==> src/rtl/register_bank_scanner_pkg.sv <==
// scanner_pkg: scan state encoding and width helper shared by the register bank scanner
package scanner_pkg;
  localparam logic [1:0] ST_IDLE = 2'd0;
  localparam logic [1:0] ST_SELECT = 2'd1;
  localparam logic [1:0] ST_OUTPUT = 2'd2;
  localparam logic [1:0] ST_DONE = 2'd3;
  function automatic int clog2(input int v);
    int r;
    r = 0;
    while ((1 << r) < v) r++;
    return r;
  endfunction
endpackage

==> src/rtl/register_bank_scanner_tick_generator.sv <==
// tick_generator: free-running divider producing a registered one-cycle bank enable
module tick_generator
  import scanner_pkg::*;
#(
  parameter int TickDivide = 1
) (
  input  logic Clock,
  input  logic Reset,
  output logic Tick
);
  localparam int CntW = (clog2(TickDivide) < 1) ? 1 : clog2(TickDivide);
  localparam logic [CntW-1:0] Last = CntW'(TickDivide - 1);
  logic [CntW-1:0] cnt, cnt_nx;
  assign cnt_nx = (cnt == Last) ? '0 : cnt + CntW'(1);
  // Tick is registered from the next count so it stays low while in reset
  always_ff @(posedge Clock or posedge Reset)
    if (Reset) begin
      cnt <= '0;
      Tick <= 1'b0;
    end else begin
      cnt <= cnt_nx;
      Tick <= (cnt_nx == Last);
    end
endmodule

==> src/rtl/register_bank_scanner.sv <==
// register_bank_scanner: walks a tri-state register bank one cs at a time and streams the words out
module register_bank_scanner
  import scanner_pkg::*;
#(
  parameter int NrOfBits = 8,
  parameter int NrOfRegs = 4,
  parameter int TickDivide = 1,
  localparam int IdxW = (clog2(NrOfRegs) < 1) ? 1 : clog2(NrOfRegs)
) (
  input  logic                Clock,
  input  logic                Reset,
  input  logic                Start,
  input  logic [NrOfBits-1:0] BusIn,
  input  logic                OutReady,
  output logic [NrOfRegs-1:0] cs,
  output logic                Tick,
  output logic [NrOfBits-1:0] OutData,
  output logic [IdxW-1:0]     OutIndex,
  output logic                OutValid,
  output logic                Busy,
  output logic                Done
);
  localparam logic [IdxW-1:0] LastIdx = IdxW'(NrOfRegs - 1);
  logic [1:0] state, state_nx;
  logic [IdxW-1:0] idx, idx_nx;
  tick_generator #(.TickDivide(TickDivide)) u_tick (
    .Clock(Clock),
    .Reset(Reset),
    .Tick(Tick)
  );
  always_comb begin
    state_nx = state;
    idx_nx = idx;
    case (state)
      ST_IDLE: if (Start) begin
        state_nx = ST_SELECT;
        idx_nx = '0;
      end
      ST_SELECT: state_nx = ST_OUTPUT;
      ST_OUTPUT: if (OutReady) begin
        state_nx = (idx == LastIdx) ? ST_DONE : ST_SELECT;
        idx_nx = (idx == LastIdx) ? idx : idx + IdxW'(1);
      end
      default: state_nx = ST_IDLE;
    endcase
  end
  // cs is decoded from the next state so the select line leaves a flop, never a gate
  always_ff @(posedge Clock or posedge Reset)
    if (Reset) begin
      state <= ST_IDLE;
      idx <= '0;
      cs <= '1;
      OutData <= '0;
      OutIndex <= '0;
    end else begin
      state <= state_nx;
      idx <= idx_nx;
      cs <= (state_nx == ST_SELECT) ? ~(NrOfRegs'(1) << idx_nx) : '1;
      if (state == ST_SELECT) begin
        OutData <= BusIn;
        OutIndex <= idx;
      end
    end
  assign OutValid = (state == ST_OUTPUT);
  assign Busy = (state != ST_IDLE);
  assign Done = (state == ST_DONE);
endmodule

==> config.mk <==
export PLATFORM = sky130hd
export DESIGN_NAME = register_bank_scanner
export DESIGN_NICKNAME = d
export VERILOG_FILES = /design/src/rtl/register_bank_scanner_pkg.sv /design/src/rtl/register_bank_scanner_tick_generator.sv /design/src/rtl/register_bank_scanner.sv
export SDC_FILE = /design/constraint.sdc
export NUM_CORES = 1
export LEC_CHECK = 0
export CELL_PAD_IN_SITES_DETAIL_PLACEMENT = 1
export CELL_PAD_IN_SITES_GLOBAL_PLACEMENT = 2
export CORE_MARGIN = 2
export CORE_UTILIZATION = 24
export DETAILED_ROUTE_END_ITERATION = 12
export GPL_ROUTABILITY_DRIVEN = 0
export PLACE_DENSITY_LB_ADDON = 0.1
export RECOVER_POWER = 25
export SLEW_MARGIN = 40
export SYNTH_ARGS = -nofsm -noshare
export SYNTH_HDL_FRONTEND = slang
export SYNTH_SLANG_ARGS = --single-unit
==> constraint.sdc <==
create_clock -name Clock -period 1.17 [get_ports Clock]
set_input_delay 0.1755 -clock Clock [delete_from_list [all_inputs] [get_ports Clock]]
set_output_delay 0.1755 -clock Clock [all_outputs]
set_load 0.02 [all_outputs]
# After elaboration in Yosys (flattened, before gate mapping)
# Index checks and enable logic that the tools add are counted.
# totals
ff_bits	20
output_inout_bits	18
elab_cells	29
# classes
n_addsub	2
eq_ne	5
shifts	1
n_mux	10
bitwise_logic	2
n_reduce_logical	2
# op_table
operator	n
2-bit 2-to-1 mux	6
2-bit == test (second input constant)	3
2-bit one-hot mux with 3 select lines	1
2-bit by 1-bit == test with 1-bit output (second input constant)	2
4-bit 2-to-1 mux	1
4-bit NOT	1
2-bit one-hot mux with 2 select lines	1
1-bit by 2-bit left shift with 4-bit output (first input constant)	1
2-bit by 1-bit adder with 2-bit output (second input constant)	1
2-bit logical NOT	1
2-bit nonzero test	1
1-bit adder (second input constant)	1
1-bit 2-to-1 mux	1
1-bit NOT	1

# Longest topological paths before layout
# Gate-level depths: netlist of the first run.
# logic_depth
depth_word	7
ltp_mapped	4
mapped_depth_nobuf	3

# By module
# A second synthesis of the first run with hierarchy kept.
# unflattened
hier_cells	61
area_unflattened_um2	813.3
# modules_own_cells
mod	n_inst	cells_per_inst	area_per_inst_um2
register_bank_scanner	1	58	780.7
tick_generator	1	3	32.5

# Worst setup path after synthesis of the first run
# Ideal clock, no wire load.
# synth_path
kind	reg-to-reg
start	register state[1]
end	register OutData[0]
setup_time_ns	0.125
t_arrival_ns	1.041
path_slack_ns	0.003
path_stages_with_launch	5
path_buffers	2
period_less_slack_ns	1.167
path_cell_list	dfrtp_1 buf_6 nand2b_4 buf_6 mux2_4
# synth_via
elab_chain_len	1
# synth_lines
item	line_no	source
from (decl)	register_bank_scanner.sv:24	logic [1:0] state, state_nx;
from (signal assigned)	register_bank_scanner.sv:56	state <= state_nx;
2-bit by 1-bit == test with 1-bit output	register_bank_scanner.sv:59	if (state == ST_SELECT) begin
to (signal assigned)	register_bank_scanner.sv:60	OutData <= BusIn;
to (decl)	register_bank_scanner.sv:17	output logic [NrOfBits-1:0] OutData,
# No other way between the ends.
# A chain may end at the register's enable or synchronous reset.

# Final worst setup path of the first run
# layout_path
start	register state[0]
end	output OutValid
# layout_via
elab_chain_len	1
# layout_lines
item	line_no	source
2-bit == test	register_bank_scanner.sv:64	assign OutValid = (state == ST_OUTPUT);
to (decl)	register_bank_scanner.sv:19	output logic OutValid,
# No other way between the ends.

==> impl_results.md, run 1 <==
- Number of global-route vias before repair: 611
- Chip Width: 61.6 microns
- Most common cell in the netlist: dfrtp_1
- Share of cells above drive strength 1: 52.8%
- Max-cap violations: 0
- Worst Hold Class: in2async
- Leakage Power: 0.609 nW
- CTS buffer count: 3
- Number of cells on the worst reg-to-reg path: 3
- Synthesized net count: 71
- Iter 0 DRT Violations: 8
- Placed wire-length estimate: 1170 microns
- Fin crit share: 112%
- DP Worst Slack: -0.249 ns
- CTS Root Cell: clkbuf_4
- Peak supply drop: 1250 uV
- Layout net count: 119
- CP max FO: 5
- Clock sinks: 19
- Clock Path Buffers: 2
- Setup Viol. Count Final: 13
- Post-synth top area share: 47.2%
- Cells after Synth: 59
- Vias/cell: 4.09
- Netlist Area Pre-Place: 796 sq um
- Setup crit end kind: output pin
- Most common flop cell mapped by yosys: dfrtp_1
- Fin. max-slew vios: 0
- Row count: 20
- I/O pin cnt: 30
- Critical Path Slowest Stage Cell: dfrtp_2
- Min Clock Period, post-route: 1.31 ns
- Die area: 3790 sq um
- RSZ-0062 raised after global routing: yes
- Setup crit start kind: flip-flop
- Post-DRT Antenna Nets: 0
- Die H: 61.6 microns
- Largest net degree at the start of global routing: 20
- Yosys warning count: 0
- Async S/R FF share, synth: 100%
- ANT cells: 0
- Post-synth top cells: dfrtp_1 (15), mux2_4 (9), nand2_1 (5)
- Req. time, crit path: 0.99 ns
- DR WL/cell: 12.6 microns
- R2R Setup Slk: -0.05 ns
- Final setup margin: -0.140 ns
- Clk Latency, worst-skew pair: 0.30 ns
- Final Hold Viols: 0
- Status: finished, violations left
- P&R area growth vs syn: 56.8%
- TritonCTS clock tree: done
- Remaining DRCs: 0
- Crit path buf inv count: 1
- RR Startpoint: state[0]$_DFF_PP0_
- H-tree depth: 1
- Reg clk slew, reported paths: 0.11 ns
- Hold slack: 0.405 ns
- Failing checks: negative setup slack
- Syn Area/Cell: 13.5 sq um
- Vias: 614
- Initial antenna violation count: 0
- Fin util: 40.2%
- Crit Path Category: reg2out
- First-pass GRT wire length: 2920 microns
- Crit path DAT: 1.13 ns
- Reg-to-reg endpoint: OutData[1]$_DFFE_PP0N_
- Post-synth EDFFs: 0
- Drt pass-1 iters: 3
- Pwr dens: 2590 nW/um^2
- Crit path largest cell delay: 0.45 ns
- Layout Skew: 0.00729 ns
- Total track usage: 11.0%
- Port bufs: 29
- Flops & latches, synth: 19
- Maximum clock frequency: 0.763 GHz
- Crit path cell chain: and2b_1 -> buf_6
- Seq/Total Area, Yosys: 60.4%
- Yosys cell types: 19
- Synth top area cells: dfrtp_1 (47%), mux2_4 (17%), dfstp_2 (13%)
- Initial core utilization: 25.6%
- CP top delay family: flip-flops
- DRT Wirelength: 1890 microns
- Total gr overflow: 0
- Cell taking the most area after synthesis: dfrtp_1
- Core area: 3100 sq um
layer usage:
metal / vias up / share of wire, % / global-route usage (%)
li1: 289 / - / -
met1: 305 / 40 / 13.3
met2: 18 / 51 / 18.5
met3: 2 / 7.6 / 3.99
met4: 0 / 1.1 / 2.74
met5: - / 0 / 0
worst register-to-register path, stage by stage (launching register included):
cell      delay, ns
dfrtp_2        0.45
buf_4          0.17
nand2b_4       0.14
mux2_2         0.35
registers in the layout, summed over array words and instances, names as in the netlist:
name,cells
OutIndex,2
u_tick.Tick,1
idx,2
state,2
OutData,8
cs,4
cell usage in the layout (no fill, tap or decap), drive strengths merged, types with 4 or more instances in the layout:
cell type / instances
nor2: 4
a21oi: 4
buf: 23
clkdlybuf4s50: 10
nand2: 5
mux2: 10
nand2b: 4
dfstp: 4
dfrtp: 15
clkbuf: 11
worst max-delay path by stage:
stage               slack (ns)                      to  cells after the start                from
floorplan                0.003  OutData[0]$_DFFE_PP0N_                      4  state[1]$_DFF_PP0_
global route             -0.18                OutValid                      2  state[0]$_DFF_PP0_
detailed placement       -0.25                OutValid                      2  state[0]$_DFF_PP0_
finish                   -0.14                OutValid                      2  state[0]$_DFF_PP0_
global placement         -0.23                OutValid                      2  state[0]$_DFF_PP0_
CTS                      -0.15                OutValid                      2  state[0]$_DFF_PP0_
through the flow:
stage	instance area [sq um]	setup TNS, ns	std cells	power [mW]
after global routing	1250	-1.03	150	3.44
final	1250	-0.585	150	3.23
after CTS	1280	-0.625	149	3.29
after floorplan	796	0	59	2.06
after global placement	1180	-1.34	137	2.74
after detailed placement	1180	-1.44	137	2.74
repair_timing:
action                                  in CTS  in global routing
endpoints found under the setup margin      28                 28
pin swaps                                    1                  0
hold buffers                                 0                  0
cloned                                       1                  0
gates resized for setup                     65                 17
buffers inserted                             7                  1
logic make-up (layout without fill, tap and decap cells):
| family | Yosys count | after routing | synth area share [%] |
|---|---|---|---|
| flip-flops | 19 | 19 | 60.4 |
| other | 1 | 1 | 0.471 |
| multiplexers | 10 | 10 | 18.4 |
| buffers and inverters | 5 | 51 | 4.24 |
| AO/OA/AOI/OAI | 7 | 7 | 5.19 |
| AND/OR/NAND/NOR | 17 | 18 | 11.3 |
cell type report:
cell class	count	area, sq um
clock buffers	3	22.5
clock inverters	1	5.00
fillers	364	1860
inverters	3	11.3
multi-input cells	36	298
flip-flops and latches	19	483
well taps	44	55.1
repair buffers	44	373
power by group:
part	internal, mW	total (mW)	switching [mW]
registers	0.922	1.10	0.175
clock network	0.127	0.334	0.207
logic	0.991	1.80	0.807
No activity file was read; power rests on OpenSTA's default activity.
==> run 2: changes to the inputs <==
--- a/config.mk
+++ b/config.mk
@@ -8,11 +8,12 @@
 export CELL_PAD_IN_SITES_DETAIL_PLACEMENT = 1
 export CELL_PAD_IN_SITES_GLOBAL_PLACEMENT = 2
 export CORE_MARGIN = 2
-export CORE_UTILIZATION = 24
+export CORE_UTILIZATION = 25
+export CTS_BUF_LIST = sky130_fd_sc_hd__clkbuf_8
 export DETAILED_ROUTE_END_ITERATION = 12
 export GPL_ROUTABILITY_DRIVEN = 0
 export PLACE_DENSITY_LB_ADDON = 0.1
-export RECOVER_POWER = 25
+export RECOVER_POWER = 100
 export SLEW_MARGIN = 40
 export SYNTH_ARGS = -nofsm -noshare
 export SYNTH_HDL_FRONTEND = slang
==> run 2 against run 1 <==
  * The flow still finishes with violations (negative setup slack)
  * Worst hold slack improved by 0.066 ns
  * Sequential cell count unchanged
  * Worst setup slack improved by 0.059 ns
  * Routed wire length decreased by 7.7%
  * Sequential power decreased by 4%
  * Cell count decreased by 3.3%
  * Combinational power about the same
  * Via count decreased by 3.3%
  * Non-clock buffer count decreased by 5
  * Critical path type is now reg2reg
  * Largest cell class unchanged
==> impl_results.md, run 2 (synthesis results as in run 1) <==
- Status: finished, violations left
- Failing checks: negative setup slack
- Clock sinks: 19
- Reg clk slew, reported paths: 0.07 ns
- Min Clock Period, post-route: 1.25 ns
- CP startpoint: state[1]$_DFF_PP0_
- Crit Path Category: reg2reg
- Total gr overflow: 0
- Port bufs: 29
- Layout Skew: 0.00106 ns
- Hold slack: 0.471 ns
- Max reg flops: 8
- CTS buffer count: 3
- Top reg by flops: OutData
- Most common cell after layout, fill and taps aside: dfrtp_1
- DR WL/cell: 12.0 microns
- Fin cells: 145
- First-pass GRT wire length: 2770 microns
- Placed wire-length estimate: 1210 microns
- Chip Width: 60.4 microns
- RR Startpoint: state[1]$_DFF_PP0_
- Largest net degree at the start of global routing: 20
- Layout net count: 114
- Maximum clock frequency: 0.799 GHz
- Most frequent cells in the layout: dfrtp_1 (15), mux2_4 (10), clkdlybuf4s50_1 (10), dlygate4sd2_1 (9)
- I/O pin cnt: 30
- Setup crit start kind: flip-flop
- CP max FO: 6
- Leakage Power: 0.608 nW
- Initial core utilization: 26.1%
- P&R area growth vs syn: 59.0%
- DRT Wirelength: 1740 microns
- Vias/cell: 4.10
- R2R Setup Slk: -0.08 ns
- Pwr dens: 2580 nW/um^2
- Core area: 3050 sq um
- Worst Hold Class: in2async
- Remaining DRCs: 0
- CTS Root Cell: clkbuf_8
- Number of cells on the worst reg-to-reg path: 4
- TritonCTS clock tree: done
- Final setup margin: -0.0813 ns
- ANT cells: 0
- Final Hold Viols: 0
- Fin. max-slew vios: 0
- Peak supply drop: 1220 uV
- Hold-fix buffers at CTS: 0
- Die area: 3650 sq um
- Vias: 594
- Initial antenna violation count: 0
- Crit path DAT: 1.39 ns
- Setup Viol. Count Final: 13
- Fin crit share: 107%
- Row count: 20
- Iter 0 DRT Violations: 2
- Post-DRT Antenna Nets: 0
- Drt pass-1 iters: 3
- H-tree depth: 1
- Clock Path Buffers: 2
- Setup crit end kind: flip-flop
- Top flop regs: OutData: 8 flops, cs: 4 flops
- Req. time, crit path: 1.31 ns
- Inst Count DP: 135
- Clk Latency, worst-skew pair: 0.25 ns
- Max-cap violations: 0
- RSZ-0062 raised after global routing: yes
- Number of global-route vias before repair: 617
- Total track usage: 10.5%
- Die H: 60.4 microns
- Share of cells above drive strength 1: 43.6%
-- run 2: cell count changes in the layout (fill, tap and decap cells not counted), sizes merged --
cell / delta
inv: +1
clkinv: -1
clkbuf: -7
buf: -7
dlygate4sd2: +9
-- run 2: power breakdown --
part	switching (mW)	internal [mW]
clock	0.204	0.233
combinational	0.818	0.952
sequential	0.144	0.916
-- run 2: per-layer routing --
layer,vias to the layer above,global-route usage (%),routed length [microns]
li1,278,-,-
met1,298,12.9,767
met2,18,16.9,858
met3,0,3.20,116
met4,0,4.66,0
met5,-,0,0
-- run 2: final timing paths --
| check | endpoint |
|---|---|
| worst max register to register | OutData[0]$_DFFE_PP0N_ |
| worst max-delay path | OutData[0]$_DFFE_PP0N_ |
| max in group asynchronous | cs[0]$_DFF_PP1_ |
| worst min-delay path | OutData[6]$_DFFE_PP0N_ |
| min in group Clock | OutData[2]$_DFFE_PP0N_ |
| worst min register to register | OutData[2]$_DFFE_PP0N_ |
-- run 2: stage by stage --
stage          power, mW  cell area, sq um  utilization (%)  setup TNS, ns  setup WS (ns)
6_report            3.27              1260             41.4         -0.765        -0.0813
4_1_cts             3.19              1240             40.5         -0.858         -0.116
2_1_floorplan       2.06               796                -              0        0.00342
5_1_grt             3.51              1260             41.4          -1.45         -0.125
3_3_place_gp        2.69              1170             38.3          -1.57         -0.193
3_5_place_dp        2.70              1170             38.3          -1.61         -0.205
-- run 2: what timing repair did --
item	CTS	global route
buffers inserted	6	1
setup endpoints to repair	28	18
pin swaps	2	4
cloned	1	0
resized for setup	47	14
-- run 2: cell type report --
type,instances,area (sq um)
Timing Repair Buffer,39,347
Inverter,3,11.3
Sequential cell,19,480
Clock inverter,1,3.75
Fill cell,338,1790
Tap cell,44,55.1
Clock buffer,3,41.3
Multi-Input combinational cell,36,327
-- run 2: critical path, stage by stage (launching register included) --
cell,delay [ns]
dfrtp_1,0.39
buf_6,0.13
buf_6,0.11
nand2b_4,0.19
mux2_4,0.31
